===== config.mk =====
export PLATFORM = sky130hd
export DESIGN_NAME = cla_pipe_addsub
export DESIGN_NICKNAME = d
export VERILOG_FILES = /design/src/rtl/cla_pkg.sv /design/src/rtl/cla_pipe_addsub_slice.sv /design/src/rtl/cla_pipe_addsub.sv
export SDC_FILE = /design/constraint.sdc
export NUM_CORES = 1
export LEC_CHECK = 0
export BUFFER_PORTS_ARGS = -buffer_cell sky130_fd_sc_hd__clkbuf_2
export CORE_UTILIZATION = 51
export DETAILED_ROUTE_END_ITERATION = 12
export PLACE_DENSITY = 0.75
export SLEW_MARGIN = 0
export SYNTH_ARGS = -nofsm -noshare
export SYNTH_HDL_FRONTEND = slang
export SYNTH_SLANG_ARGS = --single-unit

===== constraint.sdc =====
create_clock -name clk -period 9.15 [get_ports clk]
set_input_delay 1.83 -clock clk [delete_from_list [all_inputs] [get_ports clk]]
set_output_delay 1.83 -clock clk [all_outputs]
set_load 0.05 [all_outputs]

===== src/rtl/cla_pkg.sv =====
// cla_pkg: shared group types and 4-bit lookahead helpers for the pipelined CLA
package cla_pkg;
    localparam int GRP_W = 4;

    typedef struct packed {
        logic p;
        logic g;
    } grp_pg_t;

    function automatic int grpCount(input int w);
        return w / GRP_W;
    endfunction

    function automatic grp_pg_t grpPg(input logic [GRP_W-1:0] p, input logic [GRP_W-1:0] g);
        return '{p: &p, g: g[3] | p[3] & g[2] | p[3] & p[2] & g[1] | p[3] & p[2] & p[1] & g[0]};
    endfunction

    // carries into bits 0..3 of a group; bit 3's own P/G only feed the group terms
    function automatic logic [GRP_W-1:0] grpCarries(input logic [GRP_W-2:0] p, input logic [GRP_W-2:0] g, input logic c);
        return {g[2] | p[2] & g[1] | p[2] & p[1] & g[0] | p[2] & p[1] & p[0] & c,
                g[1] | p[1] & g[0] | p[1] & p[0] & c,
                g[0] | p[0] & c,
                c};
    endfunction
endpackage


===== src/rtl/cla_pipe_addsub_slice.sv =====
// cla_slice: combinational SW-bit carry-lookahead slice built from 4-bit groups
module cla_slice
    import cla_pkg::*;
#(
    parameter int SW = 8
) (
    input  logic [SW-1:0] a,
    input  logic [SW-1:0] b,
    input  logic          cin,
    output logic [SW-1:0] sum,
    output logic          cout,
    output logic          cmsb
);
    localparam int NG = grpCount(SW);
    logic [SW-1:0] p, g, c;
    logic [NG:0] gc;
    grp_pg_t grp [NG];
    assign p = a ^ b;
    assign g = a & b;
    assign gc[0] = cin;
    for (genvar j = 0; j < NG; j++) begin : grpGen
        assign grp[j] = grpPg(p[j*GRP_W +: GRP_W], g[j*GRP_W +: GRP_W]);
        assign gc[j+1] = grp[j].g | (grp[j].p & gc[j]);
        assign c[j*GRP_W +: GRP_W] = grpCarries(p[j*GRP_W +: GRP_W-1], g[j*GRP_W +: GRP_W-1], gc[j]);
    end
    assign sum = p ^ c;
    assign cout = gc[NG];
    assign cmsb = c[SW-1];
endmodule


===== src/rtl/cla_pipe_addsub.sv =====
// cla_pipe_addsub: STAGES-deep pipelined carry-lookahead adder/subtractor
// with valid/ready backpressure and carry/overflow/zero flags.
module cla_pipe_addsub
    import cla_pkg::*;
#(
    parameter int WIDTH  = 32,
    parameter int STAGES = 4
) (
    input  logic             clk,
    input  logic             rst,
    input  logic             in_valid,
    output logic             in_ready,
    input  logic [WIDTH-1:0] in_a,
    input  logic [WIDTH-1:0] in_b,
    input  logic             in_cin,
    input  logic             in_sub,
    output logic             out_valid,
    input  logic             out_ready,
    output logic [WIDTH-1:0] out_sum,
    output logic             out_cout,
    output logic             out_ovf,
    output logic             out_zero
);
    localparam int SW = WIDTH / STAGES;
    localparam int LAST = STAGES - 1;
    localparam logic [WIDTH-1:0] SLICE_MASK = WIDTH'({SW{1'b1}});
    logic advance;
    logic [STAGES-1:0] vQ, vNext;
    // accQ[k]: finished sum bits for slices 0..k, untouched A bits above them
    logic [WIDTH-1:0] accQ [STAGES];
    logic [WIDTH-1:0] accD [STAGES];
    logic [WIDTH-1:0] bQ [STAGES];
    logic [WIDTH-1:0] bD [STAGES];
    logic cQ [STAGES];
    logic coD [STAGES];
    logic cmD [STAGES];
    logic coutQ, ovfQ, zeroQ;
    assign advance = !out_valid || out_ready;
    assign in_ready = advance;
    assign vNext = STAGES'({vQ, in_valid});
    for (genvar k = 0; k < STAGES; k++) begin : stg
        logic [WIDTH-1:0] accIn;
        logic [SW-1:0] sliceSum;
        logic cIn;
        if (k == 0) begin : head
            assign accIn = in_a;
            assign bD[k] = in_b ^ {WIDTH{in_sub}};
            assign cIn = in_sub ^ in_cin;
        end else begin : body
            assign accIn = accQ[k-1];
            assign bD[k] = bQ[k-1];
            assign cIn = cQ[k-1];
        end
        cla_slice #(.SW(SW)) sliceInst (
            .a(accIn[k*SW +: SW]),
            .b(bD[k][k*SW +: SW]),
            .cin(cIn),
            .sum(sliceSum),
            .cout(coD[k]),
            .cmsb(cmD[k])
        );
        assign accD[k] = (accIn & ~(SLICE_MASK << (k*SW))) | (WIDTH'(sliceSum) << (k*SW));
    end
    // the output stage only loads real results, so it reads zero until the first one
    always_ff @(posedge clk) begin
        if (rst) begin
            vQ <= '0;
            accQ[LAST] <= '0;
            coutQ <= 1'b0;
            ovfQ <= 1'b0;
            zeroQ <= 1'b0;
        end else if (advance) begin
            vQ <= vNext;
            for (int k = 0; k < STAGES; k++) begin
                bQ[k] <= bD[k];
                cQ[k] <= coD[k];
                if (k < LAST) accQ[k] <= accD[k];
            end
            if (vNext[LAST]) begin
                accQ[LAST] <= accD[LAST];
                coutQ <= coD[LAST];
                ovfQ <= cmD[LAST] ^ coD[LAST];
                zeroQ <= accD[LAST] == '0;
            end
        end
    end
    assign out_valid = vQ[LAST];
    assign out_sum = accQ[LAST];
    assign out_cout = coutQ;
    assign out_ovf = ovfQ;
    assign out_zero = zeroQ;
endmodule


After elaboration in Yosys (flattened, before gate mapping)
Memory sizes are Yosys's and may differ from the RTL's. Cells that the tools add are included.

Flip-flop bits (word level): 7. Memory bits (writable): 260. Input port bits: 70. Output and inout bits: 37. Logic and storage cells: 249. Memories kept: 3.

Memory list: accQ (depth 4, bits a word 32, read ports 4, clocked after memory_dff 0, write ports 4, line cla_pipe_addsub.sv:30) `logic [WIDTH-1:0] accQ [STAGES];`; bQ (depth 4, bits a word 32, read ports 3, clocked after memory_dff 0, write ports 4, line cla_pipe_addsub.sv:32) `logic [WIDTH-1:0] bQ [STAGES];`; cQ (depth 4, bits a word 1, read ports 3, clocked after memory_dff 0, write ports 4, line cla_pipe_addsub.sv:34) `logic cQ [STAGES];`.

Multiplexer cells: 10. Bitwise gates (word level): 220. Reductions and logical operators: 12.

Operators with widths (number): $and 1x1->1 (120); $or 1x1->1 (81); $xor 8x8->8 (8); $and 8x8->8 (4); $logic_not 32->1 (1); $mux 32 (1); $or 24x32->32 (1); $or 32x16->32 (1); $or 32x24->32 (1); $or 32x8->32 (1); $reduce_and 4->1 (8); $xor 32x32->32 (1); $mux 1 (9); $reduce_and 2->1 (1); $xor 1x1->1 (2); $logic_not 1->1 (1); $logic_or 1x1->1 (1).

Depth between registers and ports, before layout
Depth in word-level cells: 11. Mapped depth: 11. Gate-level depth less buffers: 9.

By module
A second synthesis with hierarchy kept.

Cell total of the unflattened synthesis: 460. Area total of the unflattened synthesis: 7596.0 um2.

Modules (own cells, without submodules): cla_pipe_addsub (times used 1, cells an instance 296, area an instance 6274.8 um2, seq. area each 5515.3 um2); cla_slice (times used 4, cells an instance 41, area an instance 330.3 um2, seq. area each 0.0 um2).

Worst setup path before layout
Ideal clock, no wire load.

Path type: input port to flip-flop. From: input port rst. To: memory accQ[0][0] (enable). Setup time: 657 ps. Arrival: 8123 ps. Data required time: 8493 ps. Path slack: 370 ps. Stages on the path: 2. Buffers on the path: 1. Cell sequence: clkbuf_1 nor2_1.

RTL lines: start, declared (line cla_pipe_addsub.sv:10) `input logic rst,`; end, declared (line cla_pipe_addsub.sv:30).

Worst setup path in the final report
From: input port out_ready. To: output port in_ready.

Word-level cells in the longest chain between the ends: 1.

Ends and longest elaborated chain: start, declared (line cla_pipe_addsub.sv:18) `input logic out_ready,`; $logic_or 1x1->1 (line cla_pipe_addsub.sv:38) `assign advance = !out_valid || out_ready;`; end, declared (line cla_pipe_addsub.sv:12) `output logic in_ready,`.

No other way between the ends.

==> results.md <==
* First-pass GRT wire length at roughly 17 mm
* Fin. max-slew vios at 0
* Post-route worst setup slack at around 4.9 ns
* Width of the die at between 100 and 150 um
* Critical Path AT at 2.46 ns
* Fin Hold WS at between 0.4 and 0.5 ns
* Clock skew after layout at ~0.01 ns
* Placed cell areas at around 8300 um^2
* Post-CTS Resized at 0
* Critical Path End Type: output pin
* Yosys reg bits at ~190
* Synth area leader: edfxtp_1
* Die area at between 15000 and 20000 um^2
* Worst path max stage delay at between 0.2 and 0.25 ns
* Top Layer Used: met4
* Largest net degree at the start of global routing at 85
* Drt pass-1 iters at 4
* DRT Wirelength at between 10 and 15 mm
* Most area-consuming cells after synthesis: edfxtp_1 (71%), ha_1 (5.3%), xor2_1 (4.3%)
* Tcrit/Tclk final at about 47%
* Sequential share of power at between 50% and 60%
* I/O Buffers at 106
* DRC at 0
* Overall power at between 1.5 and 2 mW
* Area grow syn2layout at 17.4%
* Placeable Area at roughly 15000 um^2
* Setup TNS at 0 ns
* Critical Path RT at between 7 and 8 ns
* CP Cell Sequence: clkbuf_2 -> nor2b_4 -> inv_2 -> clkbuf_2
* Number of global-route vias before repair at around 3800
* Initial antenna violation count at 0
* Normalized max-slew margin at between 20 and 30%
* Post-CTS Setup Inserts at 0
* Clock sinks at 186
* Non-filler cells, final at roughly 780
* WL/cell at about 14 um
* Initial core utilization at 52.1%
* CTS H-tree depth at 4
* Routability cong. at between 0.7 and 0.8
* Post-Synthesis Cells at about 470
* Lkg Pwr at roughly 3.5 nW
* Setup crit start: out_ready
* Delay-heaviest family, CP: buffers and inverters
* Clock root cell: clkbuf_16
* Most frequent cell after synthesis: edfxtp_1
* Via count at between 3000 and 4000
* Cell variety after synth at 48
* Worst Setup Path Type: in -> out
* Overflow after GRT at 0
* Post-Synthesis Cell Area at roughly 7600 um^2
* P_sw at between 400 and 500 uW
* Post-Syn Nets at just under 600
* Total CTS buffers at 17
* Post-synth EDFFs at 179
* Critical path's slowest cell: clkbuf_2
* Power Density at 220 nW/um^2
* F_max at ~230 MHz
* Nets at approximately 700
* Routed vias/inst at roughly 4.9
* Row count at 44
* CTS max path bufs at 2
* Yosys top cell area share at between 70% and 80%
* Share of flip-flops with an asynchronous set or reset at 0%
* Post-Place Setup Slack at approximately 4.5 ns
* Commonest cells post-synth: edfxtp_1 (179), xor2_1 (37), ha_1 (32)
* Clock Latency Late Sink at around 0.42 ns
* Worst-Margin Slew at 1.12 ns
* Maximum vdd drop at ~0.14 mV
* I/O pin count at around 110
* Fin util at around three fifths
* Seq/Total Area, Yosys at 72.8%
* Sw frac at between 20% and 30%
* Fin area at 8900 um^2
* Final setup fails at 0
* Clk pwr share at approximately 36%
* Wl on met1 at between 4 and 5 mm
* Global-route usage over all layers at roughly 15%
* # hold bufs at CTS at 0
* RSZ-0062 raised after global routing: false
* Internal at ~1.5 mW
* Top FF cell, synth: edfxtp_1
* Placed cells at 750
* Hold Vio Cnt, Final at 0
* Min-delay src: accQ[1][27]
* Share of layout cells above drive strength 1 at approximately a quarter
* Routed length on met3 at roughly 530 um
* Met2 wire length at 5.12 mm
* Ant. Diodes at 0
* Critical Path Fanout Max at 6
* Worst Path Buf+Inv at 3
* FF-to-FF Start: accQ[2][27]
* Status: complete, no violations
* Clock-pin slew on the worst setup and hold paths at around 0.07 ns
* Comb pwr share at between 10% and 20%
* Min-Delay Path Class: reg -> reg
* Maxcap violations at 0
* Antenna Violating Nets Remaining at 0
* Syn Area/Cell at around 16 um^2
* DP HPWL at 7.67 mm
* Yosys warnings at 0
* DRC violation total after the first TritonRoute iteration at 252
* Vert. Die Dim at 124 um
* Critical Path Start Type: input port
* Minimum clock period at between 4 and 5 ns
* Critical Path Most Common Cell: clkbuf_2
* TritonCTS clock tree: done
==> per-layer routing <==
metal  GRT usage, %  vias up
li1               -     1943
met2           24.8      106
met3           3.80       17
met1           19.6     1743
met4           7.00        0
met5              0        -
==> layout by cell type, fill, tap and decap left out, types with 11 or more instances in the layout <==
master | synthesis | routed
edfxtp_1 | 179 | 179
clkbuf_2 | 1 | 106
xor2_1 | 37 | 37
ha_1 | 32 | 32
inv_1 | 28 | 28
and2_1 | 26 | 26
nand2_1 | 23 | 23
nor2_1 | 23 | 22
clkbuf_16 | 0 | 17
xnor2_1 | 15 | 15
a21oi_1 | 11 | 11
==> cells by family (layout without fill, tap and decap cells) <==
| family | after synthesis | in the layout | share of synthesized area (%) |
|---|---|---|---|
| simple gates | 106 | 106 | 7.17 |
| compound gates | 42 | 42 | 4.06 |
| xor+xnor | 53 | 53 | 6.37 |
| mux | 1 | 1 | 0.132 |
| flops | 186 | 186 | 72.8 |
| buf+inv | 39 | 170 | 2.06 |
| fa+ha+maj | 40 | 40 | 7.40 |
==> power by group through the flow <==
| stage | clock [mW] | sequential (mW) | combinational [mW] |
|---|---|---|---|
| after global placement | 0 | 1.06 | 0.197 |
| final | 0.704 | 1.05 | 0.205 |
| after floorplan | 0 | 1.09 | 0.125 |
| after CTS | 0.715 | 1.05 | 0.208 |
| after global routing | 0.751 | 1.05 | 0.230 |
| after detailed placement | 0 | 1.07 | 0.206 |
==> worst paths after layout <==
kind / cells after the start / end / slack (ns)
max: 4 / in_ready / 4.86
min: 0 / accQ[2][27] / 0.41
max reg2reg: 8 / out_zero / 6.25
min reg2reg: 0 / accQ[2][27] / 0.41
==> state kept, by name (all words and copies together) (netlist names) <==
register / count
cQ: 3
vQ: 4
accQ: 128
bQ: 48
out_zero: 1
out_cout: 1
out_ovf: 1
==> final cells by class <==
type / instances / area [um^2]
Clock buffer: 17 / 425
Clock inverter: 15 / 153
Fill cell: 1110 / 5640
Inverter: 29 / 109
Multi-Input combinational cell: 242 / 1910
Sequential cell: 186 / 5520
Tap cell: 184 / 230
Timing Repair Buffer: 109 / 553
Power figures use the tool's default switching activity.
